### config.mk
export PLATFORM = sky130hd
export DESIGN_NAME = calc_sequencer_flat
export DESIGN_NICKNAME = d
export VERILOG_FILES = /design/src/rtl/calc_pkg.sv /design/src/rtl/calc_sequencer_if.sv /design/src/rtl/pb_edge.sv /design/src/rtl/calc_sequencer.sv /design/src/flat_wrapper.sv
export SDC_FILE = /design/constraint.sdc
export NUM_CORES = 1
export LEC_CHECK = 0
export BUFFER_PORTS_ARGS = -buffer_cell sky130_fd_sc_hd__clkbuf_2
export CAP_MARGIN = 25
export CORE_ASPECT_RATIO = 1.1
export CORE_MARGIN = 2
export CORE_UTILIZATION = 63
export CTS_BUF_LIST = sky130_fd_sc_hd__clkbuf_8
export DETAILED_ROUTE_END_ITERATION = 12
export PLACE_DENSITY = 0.86
export REMOVE_ABC_BUFFERS = 1
export SETUP_SLACK_MARGIN = 0.2
export SYNTH_ARGS = -nofsm -noshare
export SYNTH_HDL_FRONTEND = slang
export SYNTH_SLANG_ARGS = --single-unit
### constraint.sdc
create_clock -name hwclk -period 3.3 [get_ports hwclk]
set_input_delay 0.66 -clock hwclk [delete_from_list [all_inputs] [get_ports hwclk]]
set_output_delay 0.66 -clock hwclk [all_outputs]
set_load 0.02 [all_outputs]
### src/rtl/calc_pkg.sv
// Shared types and the button-event decoder for the keypad calculator sequencer.
package calc_pkg;

  typedef enum logic [2:0] {
    IDLE  = 3'd0,
    OP1   = 3'd1,
    OPSEL = 3'd2,
    OP2   = 3'd3,
    EXEC  = 3'd4,
    SHOW  = 3'd5,
    ERR   = 3'd6
  } calc_state_t;

  typedef logic [2:0] opcode_t;

  localparam opcode_t OP_ADD = 3'd0;
  localparam opcode_t OP_SUB = 3'd1;
  localparam opcode_t OP_MUL = 3'd2;

  localparam int CALC_OPERAND_W = 9;

  // At most one event survives per cycle; the flags below are mutually exclusive.
  typedef struct packed {
    logic    clear;
    logic    result;
    logic    op;
    opcode_t op_sel;
    logic    bit_ev;
    logic    bit_val;
  } calc_event_t;

  // ev = {clear, result, op[2:0], bit[1:0]}; priority clear > result > op > bit.
  function automatic calc_event_t decode_events(input logic [6:0] ev);
    calc_event_t e;
    e = '0;
    if (ev[6]) begin
      e.clear = 1'b1;
    end else if (ev[5]) begin
      e.result = 1'b1;
    end else if (|ev[4:2]) begin
      e.op     = 1'b1;
      e.op_sel = ev[2] ? OP_ADD : (ev[3] ? OP_SUB : OP_MUL);
    end else if (|ev[1:0]) begin
      e.bit_ev  = 1'b1;
      e.bit_val = ev[1];
    end
    return e;
  endfunction

endpackage

### src/rtl/calc_sequencer_if.sv
// Button inputs and datapath control strobes of the calculator sequencer.
interface calc_sequencer_if;
  import calc_pkg::*;

  logic [1:0]  pb_bit;
  logic [2:0]  pb_op;
  logic        pb_result;
  logic        pb_clear;
  logic        alu_oflag;
  logic        digit_val;
  logic        store_dig;
  logic        enter;
  logic        result_ready;
  logic        clr;
  opcode_t     opcode;
  calc_state_t state;
  logic        err;
  logic        timeout;

  modport master (
    input  pb_bit, pb_op, pb_result, pb_clear, alu_oflag,
    output digit_val, store_dig, enter, result_ready, clr, opcode, state, err, timeout
  );

  modport slave (
    output pb_bit, pb_op, pb_result, pb_clear, alu_oflag,
    input  digit_val, store_dig, enter, result_ready, clr, opcode, state, err, timeout
  );
endinterface

### src/rtl/pb_edge.sv
// Two-flop synchroniser followed by a registered rising-edge pulse, N lines wide.
module pb_edge #(
  parameter int N = 1
) (
  input  logic         clk,
  input  logic         rst,
  input  logic [N-1:0] raw_i,
  output logic [N-1:0] pulse_o
);

  logic [N-1:0] sync1_q, sync2_q, prev_q, pulse_q;

  // NOTE: sequential state uses non-blocking assignments so every flop samples pre-edge values.
  always_ff @(posedge clk or posedge rst) begin
    if (rst) begin
      sync1_q <= '0;
      sync2_q <= '0;
      prev_q  <= '0;
      pulse_q <= '0;
    end else begin
      sync1_q <= raw_i;
      sync2_q <= sync1_q;
      prev_q  <= sync2_q;
      pulse_q <= sync2_q & ~prev_q;
    end
  end

  assign pulse_o = pulse_q;

endmodule

### src/rtl/calc_sequencer.sv
// Calculator control FSM: arbitrates button events into operand/opcode/result strobes.
// Optional idle-abort timer is built only when CALC_TIMEOUT_EN is defined.
module calc_sequencer
  import calc_pkg::*;
#(
`ifdef CALC_TIMEOUT_EN
  parameter logic [23:0] TIMEOUT_CYCLES = 24'd12_000_000,
`endif
  parameter int MAX_BITS = CALC_OPERAND_W - 1
) (
  input logic              hwclk,
  input logic              reset,
  calc_sequencer_if.master bus
);

  localparam int              CNT_W   = $clog2(MAX_BITS + 1);
  localparam logic [CNT_W-1:0] CNT_MAX = CNT_W'(MAX_BITS);
  localparam logic [CNT_W-1:0] CNT_ONE = CNT_W'(1);

  logic [6:0]  ev_pulse;
  calc_event_t ev;

  pb_edge #(.N(7)) u_pb_edge (
    .clk     (hwclk),
    .rst     (reset),
    .raw_i   ({bus.pb_clear, bus.pb_result, bus.pb_op, bus.pb_bit}),
    .pulse_o (ev_pulse)
  );

  assign ev = decode_events(ev_pulse);

  calc_state_t      state_q, state_d;
  logic [CNT_W-1:0] count_q, count_d;
  opcode_t          opcode_q, opcode_d;
  logic             store_dig_q, store_dig_d;
  logic             digit_val_q, digit_val_d;
  logic             enter_q, enter_d;
  logic             clr_q, clr_d;
  logic             result_ready_q, result_ready_d;
  // A digit pressed in SHOW is stored one cycle after the clr that wipes the old result.
  logic             pend_q, pend_d;
  logic             pend_val_q, pend_val_d;

`ifdef CALC_TIMEOUT_EN
  logic [23:0]      idle_q, idle_d;
  logic             timeout_q, timeout_d;
`endif

  always_ff @(posedge hwclk or posedge reset) begin
    if (reset) begin
      state_q        <= IDLE;
      count_q        <= '0;
      opcode_q       <= OP_ADD;
      store_dig_q    <= 1'b0;
      digit_val_q    <= 1'b0;
      enter_q        <= 1'b0;
      clr_q          <= 1'b0;
      result_ready_q <= 1'b0;
      pend_q         <= 1'b0;
      pend_val_q     <= 1'b0;
`ifdef CALC_TIMEOUT_EN
      idle_q         <= '0;
      timeout_q      <= 1'b0;
`endif
    end else begin
      state_q        <= state_d;
      count_q        <= count_d;
      opcode_q       <= opcode_d;
      store_dig_q    <= store_dig_d;
      digit_val_q    <= digit_val_d;
      enter_q        <= enter_d;
      clr_q          <= clr_d;
      result_ready_q <= result_ready_d;
      pend_q         <= pend_d;
      pend_val_q     <= pend_val_d;
`ifdef CALC_TIMEOUT_EN
      idle_q         <= idle_d;
      timeout_q      <= timeout_d;
`endif
    end
  end

  always_comb begin
    // NOTE: every signal driven here gets a default first, so no path can infer a latch.
    state_d        = state_q;
    count_d        = count_q;
    opcode_d       = opcode_q;
    store_dig_d    = pend_q;
    digit_val_d    = pend_q & pend_val_q;
    enter_d        = 1'b0;
    clr_d          = 1'b0;
    result_ready_d = 1'b0;
    pend_d         = 1'b0;
    pend_val_d     = 1'b0;
`ifdef CALC_TIMEOUT_EN
    idle_d         = '0;
    timeout_d      = timeout_q;
`endif

    if (ev.clear) begin
      clr_d       = 1'b1;
      store_dig_d = 1'b0;
      digit_val_d = 1'b0;
      count_d     = '0;
      state_d     = IDLE;
    end else if (!pend_q) begin
      case (state_q)
        IDLE: begin
          count_d = '0;
          if (ev.bit_ev) begin
            store_dig_d = 1'b1;
            digit_val_d = ev.bit_val;
            count_d     = CNT_ONE;
            state_d     = OP1;
          end
        end
        OP1, OP2: begin
          if (ev.bit_ev && (count_q < CNT_MAX)) begin
            store_dig_d = 1'b1;
            digit_val_d = ev.bit_val;
            count_d     = count_q + CNT_ONE;
          end
          if (ev.op && (state_q == OP1)) begin
            opcode_d = ev.op_sel;
            enter_d  = 1'b1;
            state_d  = OPSEL;
          end
          if (ev.result && (state_q == OP2)) begin
            state_d = EXEC;
          end
        end
        OPSEL: begin
          if (ev.op) begin
            opcode_d = ev.op_sel;
          end
          if (ev.bit_ev) begin
            store_dig_d = 1'b1;
            digit_val_d = ev.bit_val;
            count_d     = CNT_ONE;
            state_d     = OP2;
          end
        end
        EXEC: begin
          state_d = bus.alu_oflag ? ERR : SHOW;
        end
        SHOW: begin
          if (ev.op) begin
            opcode_d = ev.op_sel;
            enter_d  = 1'b1;
            state_d  = OPSEL;
          end
          if (ev.bit_ev) begin
            clr_d      = 1'b1;
            pend_d     = 1'b1;
            pend_val_d = ev.bit_val;
            count_d    = CNT_ONE;
            state_d    = OP1;
          end
        end
        ERR: begin
        end
        default: begin
          state_d = IDLE;
        end
      endcase
    end

`ifdef CALC_TIMEOUT_EN
    if (ev.clear) begin
      timeout_d = 1'b0;
    end
    if (state_q inside {OP1, OPSEL, OP2}) begin
      if (|ev_pulse) begin
        idle_d = '0;
      end else if (idle_q == TIMEOUT_CYCLES - 24'd1) begin
        clr_d     = 1'b1;
        timeout_d = 1'b1;
        count_d   = '0;
        state_d   = IDLE;
      end else begin
        idle_d = idle_q + 24'd1;
      end
    end
`endif

    // Registered so the pulse coincides exactly with the single EXEC cycle.
    result_ready_d = (state_d == EXEC);
  end

  assign bus.digit_val    = digit_val_q;
  assign bus.store_dig    = store_dig_q;
  assign bus.enter        = enter_q;
  assign bus.result_ready = result_ready_q;
  assign bus.clr          = clr_q;
  assign bus.opcode       = opcode_q;
  assign bus.state        = state_q;
  assign bus.err          = (state_q == ERR);
`ifdef CALC_TIMEOUT_EN
  assign bus.timeout      = timeout_q;
`else
  assign bus.timeout      = 1'b0;
`endif

endmodule
### src/flat_wrapper.sv
// flat-port wrapper written by rule: the top's interface ports become plain ports
module calc_sequencer_flat import calc_pkg::*;
#(

  parameter int MAX_BITS = CALC_OPERAND_W - 1
)
  (hwclk, reset, bus_pb_bit, bus_pb_op, bus_pb_result, bus_pb_clear, bus_alu_oflag, bus_digit_val, bus_store_dig, bus_enter, bus_result_ready, bus_clr, bus_opcode, bus_state, bus_err, bus_timeout);
  calc_sequencer_if bus_i ();
  input logic hwclk;
  input logic reset;
  input wire logic [$bits(bus_i.pb_bit)-1:0] bus_pb_bit;
  input wire logic [$bits(bus_i.pb_op)-1:0] bus_pb_op;
  input wire logic [$bits(bus_i.pb_result)-1:0] bus_pb_result;
  input wire logic [$bits(bus_i.pb_clear)-1:0] bus_pb_clear;
  input wire logic [$bits(bus_i.alu_oflag)-1:0] bus_alu_oflag;
  output wire logic [$bits(bus_i.digit_val)-1:0] bus_digit_val;
  output wire logic [$bits(bus_i.store_dig)-1:0] bus_store_dig;
  output wire logic [$bits(bus_i.enter)-1:0] bus_enter;
  output wire logic [$bits(bus_i.result_ready)-1:0] bus_result_ready;
  output wire logic [$bits(bus_i.clr)-1:0] bus_clr;
  output wire logic [$bits(bus_i.opcode)-1:0] bus_opcode;
  output wire logic [$bits(bus_i.state)-1:0] bus_state;
  output wire logic [$bits(bus_i.err)-1:0] bus_err;
  output wire logic [$bits(bus_i.timeout)-1:0] bus_timeout;
  assign bus_i.pb_bit = bus_pb_bit;
  assign bus_i.pb_op = bus_pb_op;
  assign bus_i.pb_result = bus_pb_result;
  assign bus_i.pb_clear = bus_pb_clear;
  assign bus_i.alu_oflag = bus_alu_oflag;
  assign bus_digit_val = bus_i.digit_val;
  assign bus_store_dig = bus_i.store_dig;
  assign bus_enter = bus_i.enter;
  assign bus_result_ready = bus_i.result_ready;
  assign bus_clr = bus_i.clr;
  assign bus_opcode = bus_i.opcode;
  assign bus_state = bus_i.state;
  assign bus_err = bus_i.err;
  assign bus_timeout = bus_i.timeout;
  calc_sequencer #(.MAX_BITS(MAX_BITS)) u_core (.hwclk(hwclk), .reset(reset), .bus(bus_i));
endmodule
==> key figures <==
Status
  – Run status: finished, final reports clean

Placed design
  – Gp weighted congestion: slightly above 0.9
  – DP Wirelength: between 2 and 2.5 mm
  – Number of port buffers: 20
  – Place WS: ~1300 ps

Setup path
  – WP depth: 5
  – Crit path cell chain: or3_4 -> nor3_4 -> nand2_2 -> or4_1 -> a21oi_1
  – CP startpoint kind: register
  – Critical path buffers and inverters: 0
  – CP top delay family: simple AND/OR/NAND/NOR gates
  – CP Capture Type: register
  – WP data arrival: 2280 ps
  – Crit Path Class: register to register
  – Worst stage delay on the critical path: 520 ps
  – Worst Path Required: 3510 ps
  – CP max FO: 14
  – CP max stage cell: dfrtp_1
  – Worst reg2reg path depth: 5

Clock network
  – Post_cts resized: 0
  – TritonCTS clock tree: yes
  – CTS Sinks: 44
  – Clock Latency Late Sink: 280 ps
  – Hold-fix buffers, CTS: 0
  – Max clock buf depth: 2
  – H-Tree Depth: 2
  – Setup Fix Bufs, Post-CTS: 0
  – CTS buffer count: 5
  – CTS Root Cell: clkbuf_8
  – Clk slew on worst S/H paths: 70 ps

STA
  – Final hold violation count: 0
  – Final setup fails: 0
  – Final hold slack: 351 ps
  – Max-slew headroom: 0.660
  – Setup TNS: 0 ps
  – Skew final: 8.27 ps
  – Final min period: 2070 ps
  – Period utilization: 0.628
  – Max Clock Freq: around 480 MHz
  – Worst setup slack after layout: about 1200 ps
  – Slew Limit Fails: 0
  – Slew @ Worst Pin: ~500 ps
  – RSZ-0062 raised after global routing: no

Detailed routing
  – Avg WL per Cell: around 14 um
  – DRC: 0
  – Detailed Route WL: about 3 mm
  – Vias: 1203
  – Vias/cell: 5.81
  – Drt first-iter violations: 50
  – DR pass1 iterations: 4
  – DRT antenna net count: 0

Layout
  – Layout Nets: 184
  – Layout cells sized above 1: 0.207
  – Final core occ: 0.721
  – ANT cells: 0
  – Area growth from synthesis to layout: 11.9%
  – Fillers: 193

Floorplanning
  – Ports: 23
  – Starting Density: 0.644
  – Die width: between 50 and 60 um
  – Die span in y: 59.1 um
  – Die area: 0.00320 mm2
  – # rows: 20
  – Core area: 0.00270 mm2

Logic synthesis
  – Multiplexer share of the synthesized area: 0.0244
  – Largest family of logic cells by synthesized area: simple AND/OR/NAND/NOR gates
  – Yosys cell types: 39
  – Adder-cell area share of the yosys netlist: 0.00719
  – Seq/Total Area, Yosys: 0.633
  – Post-Syn Instances: 151
  – Post-Synth Simple-Gate Area: 0.196
  – Post-synthesis cell area: about 0.0017 mm2
  – Avg Cell Area, Syn: 11.5 um2
  – Yosys Warn Count: 0
  – Post-synthesis compound-gate area fraction: 0.107
  – Post-synthesis xor/xnor area fraction: 0
  – Flops & latches, synth: 44

Global route
  – Vias in the first global route: 1130
  – Initial antenna violation count: 0
  – GRT Residual Overflow: 0
  – GRT Util Overall: 0.217
  – Largest net degree at the start of global routing: 45
  – First-pass GRT wire length: 4.89 mm

Hold path
  – WHS Path Cells: 0
  – HP Class: register to register

Power
  – Pleak: 0.923 nW
  – Pwr/cell area: around 670 mW/mm2
  – Worst VDD drop: between 0.0005 and 0.0006 V

Job
  – Max Cap Viol: 0
[worst reg2reg max path, stage by stage (launching register included)]
cell and delay, ps:
dfrtp_1 520, or3_4 420, nor3_4 320, nand2_2 100, or4_1 490, a21oi_1 150
[registers in the layout, summed over array words and instances (netlist names)]
register,cells
u_core.bus.digit_val,1
u_core.pend_val_q,1
u_core.u_pb_edge.sync2_q,7
u_core.u_pb_edge.sync1_q,7
u_core.bus.enter,1
u_core.bus.result_ready,1
u_core.bus.clr,1
u_core.u_pb_edge.pulse_o,7
u_core.u_pb_edge.prev_q,7
u_core.bus.state,3
u_core.count_q,4
u_core.bus.opcode,2
u_core.bus.store_dig,1
u_core.pend_q,1
[cells by family after synthesis]
logic type                 count (synthesis)
AOI/OAI and AO/OA                         28
adders and majority gates                  1
buffers and inverters                     12
DFF                                       44
muxes                                      4
other                                      1
and+or+nand+nor                           61
[through the flow]
stage / cells / area, um2 / total power [W]
finish: 207 / 1950 / 0.00130
global route: 207 / 1950 / 0.00138
CTS: 207 / 1950 / 0.00131
detailed placement: 199 / 1860 / 0.000986
global placement: 199 / 1860 / 0.000972
floorplan: 145 / 1710 / 0.000892
[final timing paths]
path	from	end	slack [ps]
worst max-delay path	u_core.u_pb_edge.pulse_o[6]	u_core.bus.digit_val	1230
worst min-delay path	u_core.u_pb_edge.sync1_q[1]	u_core.u_pb_edge.sync2_q[1]	350
worst max register to register	u_core.u_pb_edge.pulse_o[6]	u_core.bus.digit_val	1230
worst min register to register	u_core.u_pb_edge.sync1_q[1]	u_core.u_pb_edge.sync2_q[1]	350
max in group asynchronous	reset	u_core.u_pb_edge.sync2_q[6]	2470
min in group asynchronous	reset	u_core.u_pb_edge.prev_q[4]	480
[final cells by class]
class,instances,area (um2),share of cell area
timing repair buffer,21,108,0.0552
multi-input combinational,96,589,0.303
inverter,5,18.8,0.00963
clock buffer,6,82.6,0.0424
sequential,44,1100,0.565
clock inverter,2,7.51,0.00385
tap,33,41.3,0.0212
[routing by layer]
| layer | vias up | global-route usage | part of all wire |
|---|---|---|---|
| met5 | - | 0 | 0 |
| met4 | 0 | 0.129 | 0.028 |
| met3 | 11 | 0.0505 | 0.060 |
| met2 | 64 | 0.338 | 0.52 |
| met1 | 565 | 0.276 | 0.39 |
| li1 | 563 | - | - |
[cells in the final DEF, fill, tap and decap left out, types with 3 or more instances in the layout]
| cell | count |
|---|---|
| a21oi_1 | 8 |
| o211ai_1 | 3 |
| nor3_1 | 6 |
| clkbuf_2 | 20 |
| nand3_1 | 4 |
| clkbuf_8 | 6 |
| nor2b_1 | 9 |
| o21ai_0 | 5 |
| inv_1 | 7 |
| nand2_1 | 11 |
| dfrtp_1 | 44 |
| nor2_1 | 12 |
| nand2b_1 | 4 |
[cells in the mapped netlist]
library cell | n | share of area
conb_1 | 1 | 0.0022
or3_1 | 2 | 0.0072
nand2_2 | 1 | 0.0036
o211ai_1 | 3 | 0.013
o21ai_0 | 5 | 0.014
a221o_1 | 1 | 0.0058
o221a_2 | 1 | 0.0065
or4_1 | 1 | 0.0043
a22oi_1 | 1 | 0.0043
nand2_1 | 11 | 0.024
a21oi_1 | 8 | 0.023
nor2_1 | 12 | 0.026
inv_1 | 5 | 0.011
nor2b_1 | 9 | 0.032
and4bb_1 | 1 | 0.0072
or2_2 | 2 | 0.0072
nand4b_1 | 1 | 0.0050
a2111oi_0 | 2 | 0.010
o21ba_2 | 1 | 0.0058
nor3b_1 | 2 | 0.0086
ha_1 | 1 | 0.0072
a21o_1 | 1 | 0.0043
clkbuf_1 | 4 | 0.0086
nand3_1 | 4 | 0.012
nand2b_1 | 4 | 0.014
a21boi_0 | 1 | 0.0043
dfrtp_1 | 44 | 0.63
buf_2 | 1 | 0.0029
nor3_1 | 6 | 0.017
or3_4 | 1 | 0.0065
buf_4 | 2 | 0.0086
and2_1 | 1 | 0.0036
and3_1 | 1 | 0.0036
a31oi_1 | 2 | 0.0072
nor3_4 | 1 | 0.0093
mux2i_1 | 2 | 0.012
mux2_2 | 2 | 0.013
a211oi_1 | 2 | 0.0086
nand3b_1 | 1 | 0.0043
[where the power goes]
group          leakage, nW  total (W)  switching [W]  internal [W]
logic                0.317   0.000309       0.000179      0.000130
clock network       0.0538   0.000318       0.000153      0.000164
registers            0.552   0.000672      0.0000792      0.000593
total                0.923    0.00130       0.000412      0.000887
Power figures use the tool's default switching activity.
